`src/rtl/ysyx_23060072_lsu_pipe.sv`:
```
// ysyx_23060072_lsu_pipe
//   Single-outstanding load/store unit. It computes EA = base + offset and
//   issues one NB-aligned bus request with lane-shifted data and byte strobes.
//   It then waits for the response, extends load data, and pulses
//   rsp_valid_o for one cycle. An internal watchdog bounds the time spent in
//   REQ+WAIT.
//   Optional feature: define LSU_MISALIGN_CHK_EN to trap misaligned accesses
//   (no bus request, rsp_misalign_o=1). Without it, the EA is silently
//   aligned down to the access size.
module ysyx_23060072_lsu_pipe #(
  parameter int ADDR_W      = 32,
  parameter int DATA_W      = 32,
  parameter int TIMEOUT_CYC = 256
) (
  input  logic                clk,
  input  logic                rst,
  input  logic                req_valid_i,
  output logic                req_ready_o,
  input  logic                req_we_i,
  input  logic [1:0]          req_size_i,
  input  logic                req_unsigned_i,
  input  logic [ADDR_W-1:0]   req_base_i,
  input  logic [ADDR_W-1:0]   req_offset_i,
  input  logic [DATA_W-1:0]   req_wdata_i,
  output logic                mem_req_valid_o,
  input  logic                mem_req_ready_i,
  output logic [ADDR_W-1:0]   mem_addr_o,
  output logic                mem_we_o,
  output logic [DATA_W/8-1:0] mem_wstrb_o,
  output logic [DATA_W-1:0]   mem_wdata_o,
  input  logic                mem_rsp_valid_i,
  input  logic [DATA_W-1:0]   mem_rdata_i,
  input  logic                mem_rsp_err_i,
  output logic                rsp_valid_o,
  output logic [DATA_W-1:0]   rsp_rdata_o,
  output logic                rsp_err_o,
  output logic                rsp_misalign_o,
  output logic                busy_o
);

  localparam int NB = DATA_W / 8;
  localparam int LW = $clog2(NB);
  localparam int CW = $clog2(TIMEOUT_CYC + 1);

  typedef enum logic [1:0] {
    S_IDLE = 2'd0,
    S_REQ  = 2'd1,
    S_WAIT = 2'd2,
    S_DONE = 2'd3
  } state_e;

  state_e              state_q, state_d;
  logic [CW-1:0]       cnt_q, cnt_d;
  logic [DATA_W-1:0]   rdata_q, rdata_d;
  logic                err_q, err_d;

  // Request payload, captured on acceptance only.
  logic [ADDR_W-1:0]   ea_q;
  logic [1:0]          size_q;
  logic                we_q;
  logic                uns_q;
  logic [DATA_W-1:0]   wdata_q;

  logic [ADDR_W-1:0]   ea_raw;
  logic [ADDR_W-1:0]   amask;
  logic                accept;
  logic                tmo;
  logic [LW-1:0]       lane;
  logic [7:0]          smask;
  logic [DATA_W-1:0]   shifted;
  logic [DATA_W-1:0]   load_ext;

  assign ea_raw = req_base_i + req_offset_i;
  assign accept = req_valid_i && (state_q == S_IDLE);
  assign tmo    = (cnt_q == CW'(TIMEOUT_CYC - 1));
  assign lane   = ea_q[LW-1:0];

  // Low-address mask covering the natural alignment of the requested size.
  always_comb begin
    unique case (req_size_i)
      2'b00:   amask = ADDR_W'(0);
      2'b01:   amask = ADDR_W'(1);
      2'b10:   amask = ADDR_W'(3);
      default: amask = ADDR_W'(7);
    endcase
  end

`ifdef LSU_MISALIGN_CHK_EN
  logic misalign;
  assign misalign = (ea_raw & amask) != '0;
`endif

  // Control state: FSM, watchdog counter and the held response fields.
  // NOTE: sequential state uses non-blocking (<=) so every flop samples the
  // pre-edge value of its inputs, independent of statement order.
  always_ff @(posedge clk or posedge rst) begin
    if (rst) begin
      state_q <= S_IDLE;
      cnt_q   <= '0;
      rdata_q <= '0;
      err_q   <= 1'b0;
    end else begin
      state_q <= state_d;
      cnt_q   <= cnt_d;
      rdata_q <= rdata_d;
      err_q   <= err_d;
    end
  end

  // Payload capture on acceptance.
  // NOTE: payload registers are deliberately not reset; they are only
  // observed on the bus while a request is in flight, after being loaded.
  always_ff @(posedge clk) begin
    if (accept) begin
`ifdef LSU_MISALIGN_CHK_EN
      ea_q <= ea_raw;
`else
      ea_q <= ea_raw & ~amask;
`endif
      size_q  <= req_size_i;
      we_q    <= req_we_i;
      uns_q   <= req_unsigned_i;
      wdata_q <= req_wdata_i;
    end
  end

  // Next-state logic and response capture.
  // NOTE: every always_comb output gets a default first, so no path can
  // leave it unassigned and infer a latch.
  always_comb begin
    state_d = state_q;
    cnt_d   = cnt_q;
    rdata_d = rdata_q;
    err_d   = err_q;
    unique case (state_q)
      S_IDLE: begin
        if (req_valid_i) begin
          cnt_d   = '0;
          state_d = S_REQ;
`ifdef LSU_MISALIGN_CHK_EN
          if (misalign) begin
            state_d = S_DONE;
            rdata_d = '0;
            err_d   = 1'b0;
          end
`endif
        end
      end
      S_REQ: begin
        cnt_d = cnt_q + CW'(1);
        if (tmo) begin
          state_d = S_DONE;
          rdata_d = '0;
          err_d   = 1'b1;
        end else if (mem_req_ready_i) begin
          state_d = S_WAIT;
        end
      end
      S_WAIT: begin
        cnt_d = cnt_q + CW'(1);
        if (mem_rsp_valid_i) begin
          state_d = S_DONE;
          err_d   = mem_rsp_err_i;
          rdata_d = (we_q || mem_rsp_err_i) ? '0 : load_ext;
        end else if (tmo) begin
          state_d = S_DONE;
          rdata_d = '0;
          err_d   = 1'b1;
        end
      end
      default: state_d = S_IDLE;
    endcase
  end

`ifdef LSU_MISALIGN_CHK_EN
  // Misalignment flag: DONE is entered straight from IDLE only for a
  // trapped misaligned access; it holds until the next completion.
  logic mis_q;
  always_ff @(posedge clk or posedge rst) begin
    if (rst) begin
      mis_q <= 1'b0;
    end else if (state_d == S_DONE && state_q != S_DONE) begin
      mis_q <= (state_q == S_IDLE);
    end
  end
  assign rsp_misalign_o = mis_q;
`else
  assign rsp_misalign_o = 1'b0;
`endif

  // Byte mask of the access size before lane shifting.
  always_comb begin
    unique case (size_q)
      2'b00:   smask = 8'h01;
      2'b01:   smask = 8'h03;
      2'b10:   smask = 8'h0F;
      default: smask = 8'hFF;
    endcase
  end

  // Load extraction: move the addressed lane to bit 0, then extend.
  assign shifted = mem_rdata_i >> {lane, 3'b000};

  // Sign- or zero-extend from the access size.
  always_comb begin
    load_ext = shifted;
    unique case (size_q)
      2'b00:   load_ext = uns_q ? DATA_W'(shifted[7:0])
                                : DATA_W'($signed(shifted[7:0]));
      2'b01:   load_ext = uns_q ? DATA_W'(shifted[15:0])
                                : DATA_W'($signed(shifted[15:0]));
      2'b10:   load_ext = uns_q ? DATA_W'(shifted[31:0])
                                : DATA_W'($signed(shifted[31:0]));
      default: load_ext = shifted;
    endcase
  end

  assign mem_req_valid_o = (state_q == S_REQ);
  assign mem_addr_o      = {ea_q[ADDR_W-1:LW], LW'(0)};
  assign mem_we_o        = we_q;
  assign mem_wstrb_o     = we_q ? (NB'(smask) << lane) : '0;
  assign mem_wdata_o     = wdata_q << {lane, 3'b000};

  assign rsp_valid_o = (state_q == S_DONE);
  assign rsp_rdata_o = rdata_q;
  assign rsp_err_o   = err_q;

  // Handshake and hold outputs are suppressed while reset is applied.
  assign req_ready_o = !rst && (state_q == S_IDLE);
  assign busy_o      = !rst && ((req_valid_i && state_q == S_IDLE) ||
                                state_q == S_REQ || state_q == S_WAIT);

endmodule

```
`config.mk`:
```
export PLATFORM = sky130hd
export DESIGN_NAME = ysyx_23060072_lsu_pipe
export DESIGN_NICKNAME = d
export VERILOG_FILES = /design/src/rtl/ysyx_23060072_lsu_pipe.sv
export SDC_FILE = /design/constraint.sdc
export NUM_CORES = 1
export LEC_CHECK = 0
export CORE_AREA = 5 5 174 176
export DETAILED_ROUTE_END_ITERATION = 16
export DIE_AREA = 0 0 179 181
export SKIP_LAST_GASP = 1
export SYNTH_ARGS = -nofsm -noshare
export SYNTH_HDL_FRONTEND = slang
export SYNTH_SLANG_ARGS = --single-unit
```
`constraint.sdc`:
```
create_clock -name clk -period 5.9 [get_ports clk]
set_input_delay 0.59 -clock clk [delete_from_list [all_inputs] [get_ports clk]]
set_output_delay 0.59 -clock clk [all_outputs]
set_load 0.03 [all_outputs]
```
==> results by group, run 1 <==
Clocking
  • H-tree depth: 3
  • PostCTS Resize Cnt: 0
  • Post-CTS Setup Bufs: 0
  • Clock transition at path regs: 0.08 ns
  • Hold bufs inserted after CTS: 0
  • CTS Root Cell: clkbuf_16
  • CTS sink cnt: between 100 and 150
  • CTS tree: done
  • Clock latency on the worst-skew pair: roughly 0.35 ns
  • Num CTS Buffers: 9
  • Largest buffer count on any clock path: 2

Power
  • Peak VDD IR: between 100 and 150 uV
  • Leakage power figure: roughly 3.8 nW
  • Total power: 0.00354 W
  • Pwr dens: between 300 and 400 nW/um2

Run
  • Max_cap viols: 0

Timing
  • Final Cycle Share: 55.6%
  • Max-slew violations: 0
  • Achievable Freq: 305 MHz
  • Tightest Pin Transition: around 1 ns
  • Setup TNS: 0 ns
  • Final Worst Setup Slack: ~2.6 ns
  • Fin Clk Skew: approximately 0.010 ns
  • Tmin final: about 3.3 ns
  • Max transition margin: 33.2%
  • Final setup vio count: 0
  • RSZ-0062 raised after global routing: no
  • Final hold violations: 0

Worst setup path
  • Reg2reg path depth: 6
  • Crit path launch: req_base_i[0]
  • Crit path to: ea_q[28]$_DFFE_PP_
  • CP Capture Type: register
  • CP delay by family, top: compound AO/OA/AOI/OAI gates
  • Crit path cell chain: clkdlybuf4s50_1 -> ha_1 -> fa_1 -> a211oi_1 -> o211ai_1 -> and2_4 -> a31o_2 -> a31oi_2 -> o21bai_1 -> xor2_1
  • WP depth: 10
  • RR Endpoint: rsp_rdata_o[25]$_DFFE_PP0N_
  • Worst-path fanout max: 5
  • Critical Path RT: ~6 ns
  • Worst Setup Path Type: input port to register
  • Slowest library cell on the worst path: fa_1
  • Largest stage delay on the critical path: between 0.4 and 0.5 ns
  • Startpoint Class: input port
  • Reg2reg setup slack: between 3 and 4 ns
  • Buffers & Inverters on Critical Path: 1
  • Worst Path Arrival: ~3.4 ns
  • Reg2Reg Launch Point: state_q[1]$_DFFE_PP0P_

Global route
  • Initial antenna violation count: 0
  • Tot GR Track Use: between 10% and 20%
  • Vias in the first global route: just under 6000
  • GR Overflow Total: 0
  • Largest net degree at the start of global routing: between 70 and 80
  • First-pass GRT wire length: ~34000 um

Detailed routing
  • DR WL/cell: 17.3 um
  • Vias per cell: 4.60
  • Vias: slightly below 6000
  • Routed Antenna Nets: 0
  • DR iter-0 viols: approximately 360
  • Final wirelength: around 22000 um
  • Residual DRC: 0
  • DR pass1 iterations: 4

Die
  • Core area: around 28000 um2
  • Starting density of the core: roughly a quarter
  • I/O pin total: approximately 250
  • Die X: roughly 180 um
  • Die footprint: roughly 32000 um2
  • FP Rows: slightly above 60
  • Die height: between 150 and 200 um

Placement
  • HPWL Detailed: ~17000 um
  • DP Worst Slack: about 2.3 ns
  • Placer congestion estimate: roughly 0.84
  • Port-buffer cells: about 240

Yosys
  • FF+latch count, synth: about 110
  • Top FF cell, synth: edfxtp_1
  • EDFF count, synth: roughly 70
  • Post-synth top area share: between 20% and 30%
  • Unique masters post-synth: 60
  • Main area contributors after synthesis: edfxtp_1 (29%), dfrtp_1 (16%), ha_1 (6.6%)
  • Area leader, netlist: edfxtp_1
  • Syn Area/Cell: roughly 10 um2
  • Seq/Total Area, Yosys: roughly 45%
  • Asr flop ratio synth: between 30% and 40%
  • Synth warnings: 0
  • Mapped cell area: about 7000 um2
  • Synth Instances: between 600 and 700

Layout
  • Layout area overhead: 41.2%
  • Share of cells above drive strength 1: approximately 4.8%
  • Filler cells: 2919
  • Layout Nets: approximately 1100

Run status
  • Status: complete, no violations

Worst hold path
  • WHS Path Cells: 2
  • Hold/Removal Path Class: register to register
==> per-stage QoR <==
step	area [um2]	hold WS, ns	cells	utilization (%)
2_1_floorplan	6980	0.466	686	-
3_3_place_gp	9570	0.465	1256	33.6
3_5_place_dp	9570	0.474	1256	33.6
4_1_cts	9850	0.491	1272	34.6
5_1_grt	9850	0.526	1272	34.6
6_report	9850	0.487	1273	34.6
==> kinds of logic (layout without fill, tap and decap cells) <==
logic type | Yosys count | count (layout) | synth area share, %
other | 1 | 4 | 0.0538
adder cells (fa/ha/maj) | 38 | 38 | 6.92
multiplexers | 34 | 34 | 4.88
flip-flops | 112 | 112 | 45.1
AO/OA/AOI/OAI | 208 | 208 | 20.4
buffers and inverters | 73 | 275 | 5.81
AND/OR/NAND/NOR | 186 | 186 | 12.8
XOR/XNOR | 32 | 32 | 4.02
==> layout make-up <==
type | count | area, um2 | area share [%]
Antenna cell | 1 | 2.50 | 0.0254
Clock buffer | 9 | 225 | 2.29
Clock inverter | 7 | 46.3 | 0.470
Inverter | 11 | 41.3 | 0.419
Multi-Input combinational cell | 501 | 3440 | 35.0
Sequential cell | 112 | 3140 | 31.9
Tap cell | 384 | 480 | 4.88
Timing Repair Buffer | 248 | 2460 | 25.0
==> sequential cells by signal, indices dropped and copies added (netlist names) <==
signal / flops
rsp_rdata_o: 32
mem_we_o: 1
state_q: 2
cnt_q: 9
uns_q: 1
ea_q: 32
size_q: 2
rsp_err_o: 1
wdata_q: 32
==> report_power, final <==
part | internal (W) | total [W] | switching, W
Combinational | 0.000720 | 0.00176 | 0.00104
Sequential | 0.00108 | 0.00120 | 0.000116
Clock | 0.000289 | 0.000588 | 0.000299
==> per-layer routing <==
metal	vias to the layer above	track usage, %	share of wire [%]
met1	2789	17.1	44
met4	0	2.24	0.83
met2	195	22.5	48
met5	-	0	0
li1	2863	-	-
met3	13	3.18	7.2
==> how the worst min path moves through the flow <==
stage	startpoint	to	slack, ns
finish	rsp_rdata_o[10]$_DFFE_PP0N_	rsp_rdata_o[10]$_DFFE_PP0N_	0.49
global route	rsp_rdata_o[16]$_DFFE_PP0N_	rsp_rdata_o[16]$_DFFE_PP0N_	0.53
CTS	rsp_rdata_o[10]$_DFFE_PP0N_	rsp_rdata_o[10]$_DFFE_PP0N_	0.49
detailed placement	rsp_rdata_o[10]$_DFFE_PP0N_	rsp_rdata_o[10]$_DFFE_PP0N_	0.47
global placement	rsp_rdata_o[15]$_DFFE_PP0N_	rsp_rdata_o[15]$_DFFE_PP0N_	0.46
floorplan	cnt_q[1]$_DFFE_PP0P_	cnt_q[1]$_DFFE_PP0P_	0.47
==> synth_stat cells, types with 11 or more instances <==
cell type	number
nand2_1	72
edfxtp_1	68
o21ai_0	51
a21oi_1	49
dfrtp_1	44
nor2_1	39
ha_1	37
mux2i_1	34
buf_4	33
nor2b_1	23
xnor2_1	20
a22o_1	19
clkbuf_1	19
a211oi_1	14
a21o_1	12
and2_1	12
xor2_1	12
inv_1	11
nand3_1	11
==> cells in the final DEF, fill, tap and decap left out, drive strengths merged, types with 9 or more instances in the layout <==
cell type / synthesis / final
nand2: 72 / 72
clkbuf: 19 / 9
inv: 11 / 13
nor2b: 23 / 23
dfrtp: 44 / 44
a22o: 19 / 19
and2: 13 / 13
ha: 37 / 37
a21o: 13 / 13
a211oi: 14 / 14
nor2: 39 / 39
a211o: 9 / 9
a21oi: 49 / 49
xor2: 12 / 12
nand3: 12 / 12
o21ai: 58 / 58
edfxtp: 68 / 68
clkdlybuf4s50: 0 / 241
xnor2: 20 / 20
mux2i: 34 / 34
==> worst min-delay path, cell delays in order (launching register included) <==
cell and delay (ns):
dfrtp_1 0.35, nand2_1 0.04, o21ai_0 0.06
No activity file was read; power rests on OpenSTA's default activity.
==> run 2: changes to the inputs <==
clock period = 2.9 ns   (was 5.9 ns; I/O delays follow)
==> run 2 against run 1 <==
Worst setup slack got worse by 2.5 ns. Power rose by 110%. Via count rose by 2.0%. Count of clock-buffer cells in the layout rose by 1. Non-clock buffer count rose by 30. Hold slack got worse by 0.034 ns. Die area did not move. First-iteration DRC count fell by 3.1%. Register-to-register slack got worse by 2.5 ns. Clock power rose by 120%. Clock skew rose by 0.0054 ns. Routed wire length rose by 1.3%.
==> results by group, run 2 (same netlist as run 1, synthesis figures left out) <==
Timing
  • Final hold violations: 0 (unchanged)
  • Tmin final: around 2.8 ns
  • RSZ-0062 raised after global routing: no
  • Final Worst Setup Slack: 0.115 ns (-2.51 ns)
  • Setup TNS: 0 ns (unchanged)
  • Fin Clk Skew: 0.0154 ns (+0.00536 ns)
  • Achievable Freq: approximately 360 MHz
  • Tightest Pin Transition: 0.638 ns (-0.364 ns)
  • Final setup vio count: 0 (unchanged)
  • Final Cycle Share: between 90% and 100%
  • Max-slew violations: 0 (unchanged)
  • Smallest hold slack: 0.453 ns (-0.0340 ns)
  • Max transition margin: 57.4% (+24 points)

Worst setup path
  • Reg2Reg Launch Point: ea_q[0]$_DFFE_PP_
  • Largest stage delay on the critical path: 0.44 ns (about the same)
  • Worst-path fanout max: 5 (unchanged)
  • CP Capture Type: register
  • Worst Path Arrival: 2.89 ns (-0.49 ns)
  • Crit path cell chain: clkdlybuf4s50_1 -> ha_1 -> fa_1 -> a211oi_2 -> o211ai_1 -> and2_4 -> a31o_2 -> a31oi_2 -> o21bai_1 -> xor2_1
  • Slowest library cell on the worst path: fa_1
  • Crit path launch: req_base_i[0]
  • Worst Setup Path Type: input port to register
  • Critical Path RT: 3.00 ns (-3.00 ns)
  • Startpoint Class: input port

Placement
  • HPWL Detailed: 17700 um (+4.3%)
  • DP Worst Slack: -0.354 ns (-2.68 ns)
  • Placer congestion estimate: 0.857 (+2.6%)
  • Post-DP Area: 9870 um2 (+3.1%)
  • Port-buffer cells: 241 (unchanged)

Power
  • Int Pwr: 0.00445 W (+110%)
  • Pwr dens: 731 nW/um2 (+100%)
  • Clock power share: 17.4% (+0.8 points)
  • Logic pwr share: 49.9% (+0.2 points)
  • Flop pwr share: 32.7% (-1.0 points)
  • Leakage power figure: 4.04 nW (+5.6%)
  • Switch share: 40.2% (-0.80 points)
  • Psw: 0.00299 W (+110%)
  • Peak VDD IR: 260 uV (+120%)

Detailed routing
  • DR iter-0 viols: 344 (-3.1%)
  • DR WL/cell: 17.1 um (-1.0%)
  • Vias per cell: 4.59 (-0.30%)
  • Final wirelength: 22300 um (+1.3%)
  • DR pass1 iterations: 5 (+1)
  • Residual DRC: 0 (unchanged)
  • Vias: 5980 (+2.0%)
  • Routed Antenna Nets: 0 (unchanged)

Layout
  • Layout area overhead: 45.9%
  • Share of cells above drive strength 1: 9.69% (+4.9 points)
  • Layout Nets: 1089 (+2.8%)
  • Final non-filler cell area: 10200 um2 (+3.3%)
  • Most frequent cells in the layout: clkdlybuf4s50_1 (225), nand2_1 (72), edfxtp_1 (68)
  • Commonest non-fill, non-tap cell in the layout: clkdlybuf4s50_1

Clocking
  • CTS tree: done
  • Post-CTS Setup Bufs: 0 (unchanged)
  • Clock latency on the worst-skew pair: 0.36 ns (about the same)
  • CTS sink cnt: 112 (unchanged)
  • Largest buffer count on any clock path: 2 (unchanged)
  • CTS Root Cell: clkbuf_16
  • Clock transition at path regs: 0.07 ns (about the same)
  • H-tree depth: 3 (unchanged)
  • Num CTS Buffers: 9 (unchanged)

Die
  • FP Rows: 62 (unchanged)
  • I/O pin total: 245 (unchanged)
  • Starting density of the core: 24.5% (unchanged)
  • Core area: 28500 um2 (unchanged)
  • Die height: 181 um (unchanged)
  • Die X: 179 um (unchanged)
  • Die footprint: 32400 um2 (unchanged)

Global route
  • GR Overflow Total: 0 (unchanged)
  • Initial antenna violation count: 3 (+3)
  • First-pass GRT wire length: 33900 um (+0.37%)
  • Tot GR Track Use: 13.3% (+0.13 points)
  • Largest net degree at the start of global routing: 60 (-15%)
  • Vias in the first global route: 6074 (+2.3%)

Run
  • Max_cap viols: 0 (unchanged)

Worst hold path
  • Hold/Removal Path Class: input port to asynchronous set/reset pin

Run status
  • Status: complete, no violations
run 2: timing repair:
| action | 4_1_cts | 5_1_grt |
|---|---|---|
| setup endpoints to repair | 0 | 5 |
| hold buffers | 0 | 0 |
| resized for setup | 0 | 1 |
run 2: cell type report:
class	instances	area, um2
flip-flops and latches	112	3140
diodes	1	2.50
well taps	384	480
fillers	2844	18300
clock inverters	6	67.6
multi-input cells	501	3450
clock buffers	10	229
repair buffers	278	2760
inverters	11	41.3
run 2: metal layers:
metal / global-route usage, % / vias to the layer above / wire length (um)
li1: - / 2930 / -
met1: 16.8 / 2805 / 9410
met2: 22.4 / 216 / 10600
met3: 3.14 / 25 / 1740
met4: 3.96 / 4 / 456
met5: 0 / - / 21
run 2: final timing paths:
kind                                          endpoint  slack [ns]  cells past startpoint
max                                 ea_q[28]$_DFFE_PP_        0.12                     10
min                             state_q[0]$_DFFE_PP0P_        0.45                      3
max reg2reg                rsp_rdata_o[19]$_DFFE_PP0N_        0.61                      7
min reg2reg                rsp_rdata_o[15]$_DFFE_PP0N_        0.48                      2
max in group asynchronous  rsp_rdata_o[19]$_DFFE_PP0N_        2.03                      3
min in group clk                 wdata_q[29]$_DFFE_PP_        0.48                      1
run 2: critical path: cells and delay by family:
family,cells,cell delay [ns]
compound gates,5,1.18
fa+ha+maj,2,0.67
buf+inv,1,0.40
simple gates,1,0.19
xor+xnor,1,0.15
run 2: power groups by stage:
stage                     Clock, W  Combinational (W)  Sequential, W
final                      0.00129            0.00371        0.00243
after global routing       0.00141            0.00399        0.00249
after CTS                  0.00136            0.00377        0.00244
after detailed placement         0            0.00376        0.00247
after global placement           0            0.00373        0.00247
after floorplan                  0            0.00190        0.00277
run 2: per-stage QoR:
step,power [W],instances,util (%)
after floorplan,0.00467,686,-
after global placement,0.00620,1286,34.7
after detailed placement,0.00623,1286,34.7
after CTS,0.00757,1302,35.7
after global routing,0.00789,1303,35.7
final,0.00744,1303,35.7
